File: config.mk
export PLATFORM = sky130hd
export DESIGN_NAME = locked_reg_reader
export DESIGN_NICKNAME = d
export VERILOG_FILES = /design/src/rtl/locked_reg_reader.sv
export SDC_FILE = /design/constraint.sdc
export NUM_CORES = 1
export LEC_CHECK = 0
export CAP_MARGIN = 10
export CORE_ASPECT_RATIO = 2
export CORE_MARGIN = 4
export CORE_UTILIZATION = 25
export DETAILED_ROUTE_END_ITERATION = 7
export DONT_BUFFER_PORTS = 1
export PLACE_DENSITY_LB_ADDON = 0.05
export SLEW_MARGIN = 20
export SYNTH_ARGS = -nofsm -noshare
export SYNTH_HDL_FRONTEND = slang
export SYNTH_SLANG_ARGS = --single-unit
export TNS_END_PERCENT = 1
File: constraint.sdc
create_clock -name Clk -period 4.65 [get_ports Clk]
set_input_delay 0.6975 -clock Clk [delete_from_list [all_inputs] [get_ports Clk]]
set_output_delay 0.6975 -clock Clk [all_outputs]
set_load 0.005 [all_outputs]
File: src/rtl/locked_reg_reader.sv
// Single-outstanding register read port with per-register lock, debug override,
// scan-mode data suppression and a saturating lock-violation counter.
module locked_reg_reader (
  input  logic        Clk,
  input  logic        resetn,
  input  logic        rd_req,
  input  logic [1:0]  rd_addr,
  input  logic [63:0] reg_bank,
  input  logic [3:0]  lock_status,
  input  logic        scan_mode,
  input  logic        debug_unlocked,
  input  logic        viol_clr,
  output logic        busy,
  output logic        rd_valid,
  output logic [15:0] rd_data,
  output logic        rd_err,
  output logic [7:0]  viol_count
);

  localparam int unsigned DATA_W = 16;
  localparam int unsigned ADDR_W = 2;
  localparam int unsigned CNT_W  = 8;
  localparam logic [CNT_W-1:0] CNT_MAX = '1;

  typedef enum logic [1:0] {
    IDLE  = 2'd0,
    FETCH = 2'd1,
    RESP  = 2'd2
  } state_t;

  state_t              state;
  state_t              state_next;
  logic [ADDR_W-1:0]   addr_q;
  logic [DATA_W-1:0]   data_q;
  logic                lock_q;
  logic                scan_q;
  logic                dbg_q;

  logic [DATA_W-1:0]   sel_data_c;
  logic                sel_lock_c;
  logic                viol_now_c;
  logic                deny_c;

  // Register/lock selection for the latched address
  assign sel_data_c = reg_bank[{addr_q, 4'b0000} +: DATA_W];
  assign sel_lock_c = lock_status[addr_q];
  // Violation is judged on the same inputs that are being sampled into FETCH registers
  assign viol_now_c = (state == FETCH) && !scan_mode && sel_lock_c && !debug_unlocked;
  assign deny_c     = scan_q | (lock_q & ~dbg_q);

  always_comb begin
    state_next = state;
    case (state)
      IDLE:    if (rd_req) state_next = FETCH;
      FETCH:   state_next = RESP;
      RESP:    state_next = IDLE;
      default: state_next = IDLE;
    endcase
  end

  always_ff @(posedge Clk or negedge resetn) begin
    if (!resetn) state <= IDLE;
    else         state <= state_next;
  end

  // Address captured on accept, access context captured on FETCH exit
  always_ff @(posedge Clk or negedge resetn) begin
    if (!resetn) begin
      addr_q <= '0;
      data_q <= '0;
      lock_q <= 1'b0;
      scan_q <= 1'b0;
      dbg_q  <= 1'b0;
    end else begin
      if (state == IDLE && rd_req) addr_q <= rd_addr;
      if (state == FETCH) begin
        data_q <= sel_data_c;
        lock_q <= sel_lock_c;
        scan_q <= scan_mode;
        dbg_q  <= debug_unlocked;
      end
    end
  end

  // Response is presented for the one cycle after leaving RESP; zero otherwise
  always_ff @(posedge Clk or negedge resetn) begin
    if (!resetn) begin
      busy     <= 1'b0;
      rd_valid <= 1'b0;
      rd_data  <= '0;
      rd_err   <= 1'b0;
    end else begin
      busy     <= (state_next != IDLE);
      rd_valid <= (state == RESP);
      rd_err   <= (state == RESP) && deny_c;
      rd_data  <= ((state == RESP) && !deny_c) ? data_q : '0;
    end
  end

  always_ff @(posedge Clk or negedge resetn) begin
    if (!resetn)                                  viol_count <= '0;
    else if (viol_clr)                            viol_count <= '0;
    else if (viol_now_c && viol_count != CNT_MAX) viol_count <= viol_count + CNT_W'(1);
  end

endmodule

[After elaboration in Yosys (flattened, before gate mapping)]
Cells that the tools add are included.
Operators by class
  $lt $le $gt $ge: 1
  reductions and logical operators: 13
  bitwise operators: 3
  shift-type cells: 1
  multiplexer cells: 7
  equal/unequal tests: 3
  add/sub/neg operators: 1
Operators by type and width (count)
  variable part select 64 x 7 -> 16 bit: 1
  two-way mux 16 bit: 1
  two-way mux 8 bit: 2
  adder 8 x 1 -> 8 bit, second input constant: 1
  inequality test 8 bit, second input constant: 1
  logical AND 1 bit: 7
  case mux 2 bit (2 select lines): 1
  nonzero test 2 bit: 2
  logical NOT 1 bit: 3
  less-than comparator 2 x 3 -> 1 bit, second input constant: 1
  binary-select mux 1 bit (select 2 bit): 1
  equality test 2 x 1 -> 1 bit, second input constant: 1
  equality test 2 bit, second input constant: 1
  logical NOT 2 bit: 1
  two-way mux 2 bit: 1
  bitwise AND 1 bit: 1
  two-way mux 1 bit: 1
  NOT 1 bit: 1
  bitwise OR 1 bit: 1
Storage, ports and cells
  input bits: 76
  register bits: 50
  output and inout port bits: 27
  logic and storage cells: 40

[Logic depth before layout (Yosys ltp)]
Gate-level depths: netlist (run 1).
  depth after elaboration: 7
  mapped depth: 5
  depth with buffers taken out: 5

[Worst setup path after synthesis (run 1)]
OpenSTA, ideal clock, no wires.
  path kind: in2reg
  from: in scan_mode
  to: reg viol_count[5]
  path slack: 2.872 ns
  setup time: 0.078 ns
  arrival time: 1.700 ns
  stages: 4
  path through: nor4b_4 -> o2111ai_1 -> or3_1 -> a21oi_1
On the way
  longest elaborated chain between the ends: 6
Ends and longest elaborated chain
  start, declared: RTL line 10  | input logic scan_mode,
  logical NOT 1 bit: RTL line 48  | assign viol_now_c = (state == FETCH) && !scan_mode && sel_lock_c && !debug_unlocked;
  logical AND 1 bit (3 in a row): RTL line 48
  logical AND 1 bit: RTL line 103  | else if (viol_now_c && viol_count != CNT_MAX) viol_count <= viol_count + CNT_W'(1);
  nonzero test 2 bit (no source line)
  end signal, assigned: RTL line 103
  end, declared: RTL line 17  | output logic [7:0] viol_count
No other way between the ends.
A chain may end at the register's enable or synchronous reset.

[Worst setup path in the final report (run 1)]
  from: reg addr_q[1]
  to: reg viol_count[5]
On the way
  longest elaborated chain between the ends: 6
Ends and longest elaborated chain
  start, declared: RTL line 33  | logic [ADDR_W-1:0] addr_q;
  start signal, assigned: RTL line 75  | if (state == IDLE && rd_req) addr_q <= rd_addr;
  binary-select mux 1 bit (select 2 bit): RTL line 46  | assign sel_lock_c = lock_status[addr_q];
  two-way mux 1 bit (not written as such): RTL line 46
  logical AND 1 bit (2 in a row): RTL line 48
  logical AND 1 bit: RTL line 103
  nonzero test 2 bit (no source line)
No other way between the ends. The select of a mux whose other input is x is not followed.

==> key figures, run 1 <==
Synth
  – Synthesized cell area: 2310 um^2
  – Area leader, netlist: dfrtp_1
  – Post-synth top area share: 54.1%
  – Netlist cell types: 30
  – Syn Area/Cell: 15.1 um^2
  – Top cells by area, synth: dfrtp_1 (54%), mux4_2 (11%), mux2_2 (10%)
  – Post-Syn Instances: 153
  – Post-synthesis register bit count: 50
  – Yosys warning count: 0
  – Sequential area share after synthesis: 54.1%
  – Synth Flop Type: dfrtp_1
  – Post-synth EDFFs: 0
  – Synthesized Nets: 230
  – Ys async rst share: 100%

Floorplanning
  – Chip width: 76.0 um
  – Starting Density: 25.7%
  – Core Box Area: 9010 um^2
  – DIE AREA: 10900 um^2
  – Die span in y: 144 um
  – IO Pins: 103
  – Row Count: 49

CTS
  – Clk sinks: 50
  – Post-CTS setup buffer count: 0
  – H-tree Lvls: 2
  – Post-CTS Resized: 0
  – Cts bufs inserted: 5
  – Hold Buf Count CTS: 0
  – Clk buf depth: 2
  – Clk slew on worst S/H paths: 0.07 ns
  – Clock Latency Late Sink: 0.29 ns
  – CTS tree: built
  – CTS root buffer: clkbuf_16

STA
  – RSZ-0062 raised after global routing: false
  – Final hold viol count: 0
  – Final slew viol count: 0
  – Hold_ws: 0.0962 ns
  – Crit path time final: 2.09 ns
  – Setup TNS: 0 ns
  – Setup Viol. Count Final: 0
  – Peak Freq: 478 MHz
  – Final Cycle Share: 45.0%
  – Clk_skew: 0.00487 ns
  – Slew of the pin with the lowest slew margin: 0.887 ns
  – Rel. slew slack: 40.6%

Power and ir drop
  – Peak VDD IR: 0.163 mV
  – PwrDens: 487 nW/um^2
  – Leak: 1.08 nW

Global route
  – Gr usage total: 10.6%
  – First-pass GRT wire length: 8690 um
  – GR Layer Usage met1: 11.4%
  – GR met2 Demand/Resource: 18.2%
  – GR Overflow Total: 0
  – Vias in the first global route: 1420
  – Initial antenna violation count: 2
  – GR peak layer: met2
  – Met3 global-route usage: 4.36%
  – Largest net degree at the start of global routing: 51

Detailed routing
  – Detail Route Antenna Nets: 0
  – WL/cell: 22.6 um
  – Iter 0 DRT Violations: 29
  – Drc violations: 0
  – Routed WL: 5790 um
  – Vias/cell: 5.05
  – DR pass1 iterations: 4
  – DR vias: 1293

Worst setup path
  – Worst-path maximum fanout: 18
  – Req. time, crit path: 4.86 ns
  – Data arrival time of the critical path: 2.31 ns
  – Setup crit end kind: flop
  – Crit Path Class: flop to flop
  – Worst Setup Start Kind: flop

Layout
  – Layout fillers: 919
  – Post-Layout Cell Count: 256
  – Multi-input logic area: 1030 um^2
  – Area Growth Syn to Fin: 11.6%
  – Share of cells above drive strength 1: 29.4%
  – Reg area: 1250 um^2
  – Nets: 229

Min path
  – Min-delay worst type: input pin to asynchronous set/reset pin

Placement
  – Detail Placement HPWL: 4330 um
  – Routability cong.: 0.716
  – IO buf count: 0
  – Placed cells: 247

Status
  – Status: finished clean

Job
  – Max Cap Viol: 0
[sequential cells by signal, summed over array words and instances (netlist names)]
register	cells
lock_q	1
rd_data	16
state	2
scan_q	1
busy	1
rd_valid	1
rd_err	1
viol_count	8
addr_q	2
data_q	16
dbg_q	1
[layer usage]
layer / vias up / routed length, um
li1: 571 / -
met1: 647 / 2020
met2: 67 / 3170
met3: 8 / 488
met4: 0 / 114
met5: - / 0
[per-stage QoR]
stage               total power, W  cell area [um^2]  utilization, %  worst slack (ns)
floorplan                 0.000810              2310               -              2.87
global placement          0.000849              2410            26.7              2.37
detailed placement        0.000858              2410            26.7              2.27
CTS                        0.00129              2570            28.5              2.25
global route               0.00134              2580            28.6              2.43
finish                     0.00126              2580            28.6              2.56
[cell usage in the layout (no fill, tap or decap), drive strengths merged]
cell type	netlist	routed
dfrtp	50	50
mux2	21	21
mux4	17	17
and2	16	16
nor2	5	5
a21oi	5	5
clkbuf	2	5
o21ai	4	4
or3	4	4
nand3	3	3
nand2	2	2
xor2	2	2
clkinv	0	2
nor3b	2	2
nor2b	2	2
diode	0	1
and2b	1	1
o21a	1	1
nand4	1	1
nor4b	1	1
o211ai	1	1
o31ai	1	1
or4	1	1
and3	1	1
o2111ai	1	1
inv	1	1
mux2i	1	1
ha	1	1
bufinv	0	1
[worst max-delay path: stages (launching register included)]
cell	delay [ns]
dfrtp_1	0.85
mux4_2	0.41
o2111ai_1	0.21
or3_1	0.38
a21oi_1	0.17
[Yosys cell counts, types with 2 or more instances]
cell type,number
xor2_1,2
a21oi_1,5
nor3b_1,2
o21ai_0,4
nand2_1,2
buf_2,2
mux4_2,11
nand3_1,3
dfrtp_1,50
buf_1,3
nor2_1,5
mux2_2,21
or3_1,4
mux4_1,6
clkbuf_1,2
nor2b_1,2
and2_1,16
[where the power goes]
group          total [W]  switching, W  internal, W
logic           0.000216     0.0000579     0.000158
registers       0.000625     0.0000864     0.000539
clock network   0.000416      0.000164     0.000252
total            0.00126      0.000309     0.000949
[area by class of cell]
cell class / count / area share, %
Clock buffer: 5 / 4.85
Multi-Input combinational cell: 94 / 39.9
Clock inverter: 3 / 1.55
Tap cell: 102 / 4.94
Inverter: 1 / 0.145
Antenna cell: 1 / 0.0969
Sequential cell: 50 / 48.5
[logic make-up after synthesis]
group / synth area share, %
flip-flops: 54.1
multiplexers: 28.2
AND/OR/NAND/NOR: 10.6
AO/OA/AOI/OAI: 3.90
buffers and inverters: 1.89
XOR/XNOR: 0.758
adder cells (fa/ha/maj): 0.541
[final timing paths]
path                            endpoint  depth (start not counted)  startpoint  slack, ns
setup / recovery           viol_count[5]                          4   addr_q[1]       2.56
hold / removal             viol_count[2]                          0      resetn        0.1
setup reg to reg           viol_count[5]                          4   addr_q[1]       2.56
hold reg to reg              rd_data[15]                          1  data_q[15]       0.48
max in group asynchronous      addr_q[0]                          0      resetn       4.45
min in group Clk           viol_count[4]                          1    viol_clr       0.46
Note: power is estimated with default switching activity, not from simulation.
==> run 2, diff against run 1 <==
==> constraint.sdc (replaced) <==
create_clock -name Clk -period 1.8 [get_ports Clk]
set_input_delay 0.27 -clock Clk [delete_from_list [all_inputs] [get_ports Clk]]
set_output_delay 0.27 -clock Clk [all_outputs]
set_load 0.005 [all_outputs]
==> key figures, run 2 (synthesis gave the netlist of run 1 again) <==
Layout
  – Biggest regs: data_q x16, rd_data x16, viol_count x8 (unchanged)
  – Area Growth Syn to Fin: 14.9% (was 11.6%)
  – Nets: 237 (was 229)
  – Most frequent cells in the layout: dfrtp_1 (50), mux2_2 (21), and2_1 (16) (was dfrtp_1 (49), mux2_2 (21), and2_1 (16))
  – Layout fillers: 914 (was 919)
  – Layout Utilization: 29.5% (was 28.6%)
  – Share of cells above drive strength 1: 32.3% (was 29.4%)
  – Commonest non-fill, non-tap cell in the layout: dfrtp_1 (unchanged)

Global route
  – Gr usage total: 10.3% (was 10.6%)
  – Initial antenna violation count: 1 (was 2)
  – GR Overflow Total: 0 (unchanged)
  – First-pass GRT wire length: 8540 um (was 8690 um)
  – Vias in the first global route: 1484 (was 1420)
  – Largest net degree at the start of global routing: 51 (unchanged)

STA
  – Peak Freq: 590 MHz (was 478 MHz)
  – Final Cycle Share: 94.2% (was 45.0%)
  – Crit path time final: 1.70 ns (was 2.09 ns)
  – Clk_skew: 0.00439 ns (was 0.00487 ns)
  – Setup TNS: 0 ns (unchanged)
  – Final hold viol count: 0 (unchanged)
  – Rel. slew slack: 60.2% (was 40.6%)
  – Final slew viol count: 0 (unchanged)
  – Hold_ws: 0.0352 ns (was 0.0962 ns)
  – Slew of the pin with the lowest slew margin: 0.597 ns (was 0.887 ns)
  – RSZ-0062 raised after global routing: false (unchanged)
  – Setup Viol. Count Final: 0 (unchanged)

CTS
  – Clk buf depth: 2 (unchanged)
  – H-tree Lvls: 2 (unchanged)
  – Clock Latency Late Sink: 0.29 ns (about the same)
  – Post-CTS setup buffer count: 0 (unchanged)
  – Clk slew on worst S/H paths: 0.07 ns (about the same)
  – CTS root buffer: clkbuf_16 (unchanged)
  – CTS tree: built (unchanged)
  – Cts bufs inserted: 5 (unchanged)
  – Clk sinks: 50 (unchanged)

Power and ir drop
  – PwrDens: 1200 nW/um^2 (was 487 nW/um^2)
  – Leak: 1.12 nW (was 1.08 nW)
  – Peak VDD IR: 0.397 mV (was 0.163 mV)

Floorplanning
  – Row Count: 49 (unchanged)
  – IO Pins: 103 (unchanged)
  – Chip width: 76.0 um (unchanged)
  – Core Box Area: 9010 um^2 (unchanged)
  – Die span in y: 144 um (unchanged)
  – Starting Density: 25.7% (unchanged)
  – DIE AREA: 10900 um^2 (unchanged)

Worst setup path
  – Worst-path maximum fanout: 8 (was 18)
  – Req. time, crit path: 2.01 ns (was 4.86 ns)
  – CP Launch Point: state[1] (was addr_q[1])
  – Worst Setup Start Kind: flop (unchanged)
  – Data arrival time of the critical path: 1.91 ns (was 2.31 ns)
  – RR Startpoint: state[1] (was addr_q[1])
  – Crit Path Class: flop to flop (unchanged)
  – Setup crit end kind: flop (unchanged)

Placement
  – Routability cong.: 0.700 (was 0.716)
  – Detail Placement HPWL: 4280 um (was 4330 um)
  – IO buf count: 0 (unchanged)

Status
  – Status: finished clean (unchanged)

Job
  – Max Cap Viol: 0 (unchanged)

Detailed routing
  – Iter 0 DRT Violations: 39 (was 29)
  – Vias/cell: 5.03 (was 5.05)
  – Drc violations: 0 (unchanged)
  – DR pass1 iterations: 3 (was 4)
  – Routed WL: 5590 um (was 5790 um)
  – DR vias: 1328 (was 1293)
  – Detail Route Antenna Nets: 0 (unchanged)
  – WL/cell: 21.2 um (was 22.6 um)

Min path
  – Hold Crit Start: viol_clr
  – Min-delay worst type: input pin to flop (was input pin to asynchronous set/reset pin)
## run 2: worst max-delay path, cell delays in order, from the launching register on
cell and delay, ns:
dfrtp_1 0.45, nor4b_4 0.41, o211ai_4 0.19, or4_1 0.42, a21oi_1 0.16
## run 2: area by class of cell
cell class	count	area, um^2	share of cell area (%)
clock inverter	2	12.5	0.471
multi-input combinational	94	1040	39.0
antenna	1	2.50	0.0942
inverter	1	3.75	0.141
tap	102	128	4.80
timing repair buffer	8	82.6	3.11
clock buffer	6	139	5.23
sequential	50	1250	47.1
## run 2: power breakdown
part	internal, W	switching [W]	leakage, nW	total [W]
clock network	0.000551	0.000402	0.0729	0.000953
logic	0.000445	0.000274	0.405	0.000720
registers	0.00139	0.000132	0.643	0.00152
## run 2: final timing paths
path,end,slack (ns),cells after the start
worst max-delay path,viol_count[6],0.10,4
worst min-delay path,viol_count[2],0.04,1
worst max register to register,viol_count[6],0.10,4
worst min register to register,rd_data[10],0.47,1
max in group asynchronous,rd_data[5],1.07,2
min in group asynchronous,viol_count[3],0.51,2
## run 2: metal layers
metal / vias to the layer above / routed length (um) / track usage, %
met2: 57 / 3060 / 17.4
met1: 683 / 1970 / 11.4
met4: 0 / 100 / 4.22
met5: - / 0 / 0
li1: 583 / - / -
met3: 5 / 458 / 4.18
## run 2: repair_timing
item / CTS / global route
hold buffers: 2 / 0
hold endpoints to repair: 50 / 0
setup endpoints to repair: 0 / 17
gates resized for setup: 0 / 2
## run 2: per-stage QoR
step | instances | power (W) | setup slack, ns | cell area (um^2)
2_1_floorplan | 153 | 0.00209 | 0.163 | 2310
3_3_place_gp | 253 | 0.00223 | 0.104 | 2450
3_5_place_dp | 253 | 0.00226 | 0.0566 | 2450
4_1_cts | 263 | 0.00327 | 0.0556 | 2640
5_1_grt | 264 | 0.00341 | 0.0277 | 2660
6_report | 264 | 0.00320 | 0.105 | 2660
==> run 3, diff against run 2 <==
--- a/config.mk
+++ b/config.mk
@@ -6,6 +6,8 @@
 export NUM_CORES = 1
 export LEC_CHECK = 0
 export CAP_MARGIN = 10
+export CELL_PAD_IN_SITES_DETAIL_PLACEMENT = 1
+export CELL_PAD_IN_SITES_GLOBAL_PLACEMENT = 2
 export CORE_ASPECT_RATIO = 2
 export CORE_MARGIN = 4
 export CORE_UTILIZATION = 25
==> key figures, run 3 (synthesis gave the netlist of run 1 again) <==
STA
  – Final slew viol count: 0 (unchanged)
  – Clk_skew: 0.00268 ns (was 0.00439 ns)
  – Slew of the pin with the lowest slew margin: 0.585 ns (was 0.597 ns)
  – Setup Viol. Count Final: 0 (unchanged)
  – Peak Freq: 589 MHz (was 590 MHz)
  – Rel. slew slack: 61.0% (was 60.2%)
  – RSZ-0062 raised after global routing: false (unchanged)
  – Final Cycle Share: 94.4% (was 94.2%)
  – Crit path time final: 1.70 ns (about the same)
  – Setup TNS: 0 ns (unchanged)
  – Final hold viol count: 0 (unchanged)

Detailed routing
  – DR vias: 1362 (was 1328)
  – DR pass1 iterations: 3 (unchanged)
  – WL/cell: 21.4 um (was 21.2 um)
  – Iter 0 DRT Violations: 28 (was 39)
  – Routed WL: 5640 um (was 5590 um)
  – Detail Route Antenna Nets: 0 (unchanged)
  – Drc violations: 0 (unchanged)
  – Vias/cell: 5.18 (was 5.03)

CTS
  – Clk sinks: 50 (unchanged)
  – CTS tree: built (unchanged)
  – Clk buf depth: 2 (unchanged)
  – Clk slew on worst S/H paths: 0.07 ns (about the same)
  – Clock Latency Late Sink: 0.29 ns (about the same)
  – CTS root buffer: clkbuf_16 (unchanged)
  – Cts bufs inserted: 5 (unchanged)
  – H-tree Lvls: 2 (unchanged)

Layout
  – Share of cells above drive strength 1: 32.3% (unchanged)
  – Layout fillers: 934 (was 914)
  – Biggest regs: data_q x16, rd_data x16, viol_count x8 (unchanged)
  – Post-Layout Cell Count: 263 (was 264)
  – Nets: 238 (was 237)
  – ANT cells: 0 (was 1)
  – Most frequent cells in the layout: dfrtp_1 (50), mux2_2 (21), and2_1 (16) (unchanged)
  – Reg area: 1250 um^2 (unchanged)
  – Multi-input logic area: 1040 um^2 (unchanged)
  – Area Growth Syn to Fin: 15.9% (was 14.9%)
  – Commonest non-fill, non-tap cell in the layout: dfrtp_1 (unchanged)

Floorplanning
  – Core Box Area: 9010 um^2 (unchanged)
  – Row Count: 49 (unchanged)
  – Chip width: 76.0 um (unchanged)
  – IO Pins: 103 (unchanged)
  – Starting Density: 25.7% (unchanged)
  – Die span in y: 144 um (unchanged)
  – DIE AREA: 10900 um^2 (unchanged)

Global route
  – Vias in the first global route: 1666 (was 1484)
  – Initial antenna violation count: 0 (was 1)
  – Largest net degree at the start of global routing: 51 (unchanged)
  – Gr usage total: 10.6% (was 10.3%)
  – GR Overflow Total: 0 (unchanged)
  – First-pass GRT wire length: 8890 um (was 8540 um)

Power and ir drop
  – Sw Share: 24.4% (was 25.3%)
  – Leak: 1.14 nW (was 1.12 nW)
  – Peak VDD IR: 0.393 mV (was 0.397 mV)
  – Share of power burned in registers: 45.7% (was 47.7%)
  – Power share of the clock group: 32.6% (was 29.8%)
  – Pint: 0.00253 W (was 0.00239 W)
  – Switch Pwr: 0.000817 W (was 0.000809 W)
  – PwrDens: 1250 nW/um^2 (was 1200 nW/um^2)
  – Combinational fraction of design power: 21.6% (was 22.5%)

Placement
  – Routability cong.: 0.666 (was 0.700)
  – IO buf count: 0 (unchanged)
  – Placed cells: 254 (was 253)
  – Detail Placement HPWL: 4360 um (was 4280 um)

Status
  – Status: finished clean (unchanged)

Worst setup path
  – CP bufs+invs: 0 (unchanged)
  – Req. time, crit path: 2.02 ns (was 2.01 ns)
  – CP top delay family: simple AND/OR/NAND/NOR gates (unchanged)
  – Crit Path Class: flop to flop (unchanged)
  – Data arrival time of the critical path: 1.92 ns (was 1.91 ns)
  – Crit-path cells: nor4b_4, o211ai_4, or4_1, a21oi_1 (unchanged)
  – Reg-to-reg slack, setup: 0.10 ns (about the same)
  – Worst Setup Start Kind: flop (unchanged)
  – Worst-path maximum fanout: 8 (unchanged)
  – Max stage delay on crit path: 0.45 ns (about the same)
  – Setup crit end kind: flop (unchanged)
  – Slowest-stage cell, CP: dfrtp_1 (unchanged)

Min path
  – Min-delay worst type: input pin to flop (unchanged)

Job
  – Max Cap Viol: 0 (unchanged)
run 3: cell count changes in the layout (fill, tap and decap cells not counted), sizes merged:
cell,before,now
diode,1,0
buf,7,8
clkinv,1,0
bufinv,0,1
clkinvlp,1,0
run 3: layout make-up:
class / instances / share of cell area (%)
tap: 102 / 4.76
sequential: 50 / 46.7
inverter: 1 / 0.140
clock inverter: 1 / 1.12
timing repair buffer: 9 / 3.36
clock buffer: 6 / 5.18
multi-input combinational: 94 / 38.7
run 3: path summary, 6_finish.rpt:
kind	end	from	depth (start not counted)
worst max-delay path	viol_count[6]	state[1]	4
worst min-delay path	viol_count[4]	viol_clr	1
min in group asynchronous	viol_count[6]	resetn	2
max in group asynchronous	data_q[8]	resetn	2
worst max register to register	viol_count[6]	state[1]	4
worst min register to register	rd_data[14]	data_q[14]	1
run 3: power groups by stage:
stage	clock network [W]	logic (W)	registers, W
finish	0.00109	0.000723	0.00153
global route	0.00118	0.000799	0.00158
CTS	0.00114	0.000741	0.00154
detailed placement	0	0.000706	0.00156
global placement	0	0.000688	0.00155
floorplan	0	0.000593	0.00150
run 3: per-stage QoR:
stage                     setup WS [ns]  total power, W  hold slack [ns]  instance area (um^2)  util [%]
after floorplan                   0.163         0.00209          -0.0256                  2310         -
after global placement            0.109         0.00224          -0.0243                  2460      27.3
after CTS                        0.0265         0.00342           0.0245                  2670      29.6
after detailed placement         0.0332         0.00227          -0.0243                  2460      27.3
after global routing             0.0112         0.00355           0.0267                  2680      29.7
final                             0.101         0.00335           0.0353                  2680      29.7
run 3: layer usage:
layer  vias to the layer above  part of all wire, %  GRT usage, %
met3                         5                  8.4          3.93
met5                         -                    0             0
met1                       712                   34          10.9
met2                        63                   56          19.2
met4                         0                  1.7          4.22
li1                        582                    -             -
run 3: repair_timing:
action / CTS / global route
gates resized for setup: 0 / 2
hold endpoints to repair: 50 / 0
endpoints found under the setup margin: 0 / 18
hold buffers: 2 / 0
buffers inserted: 0 / 0
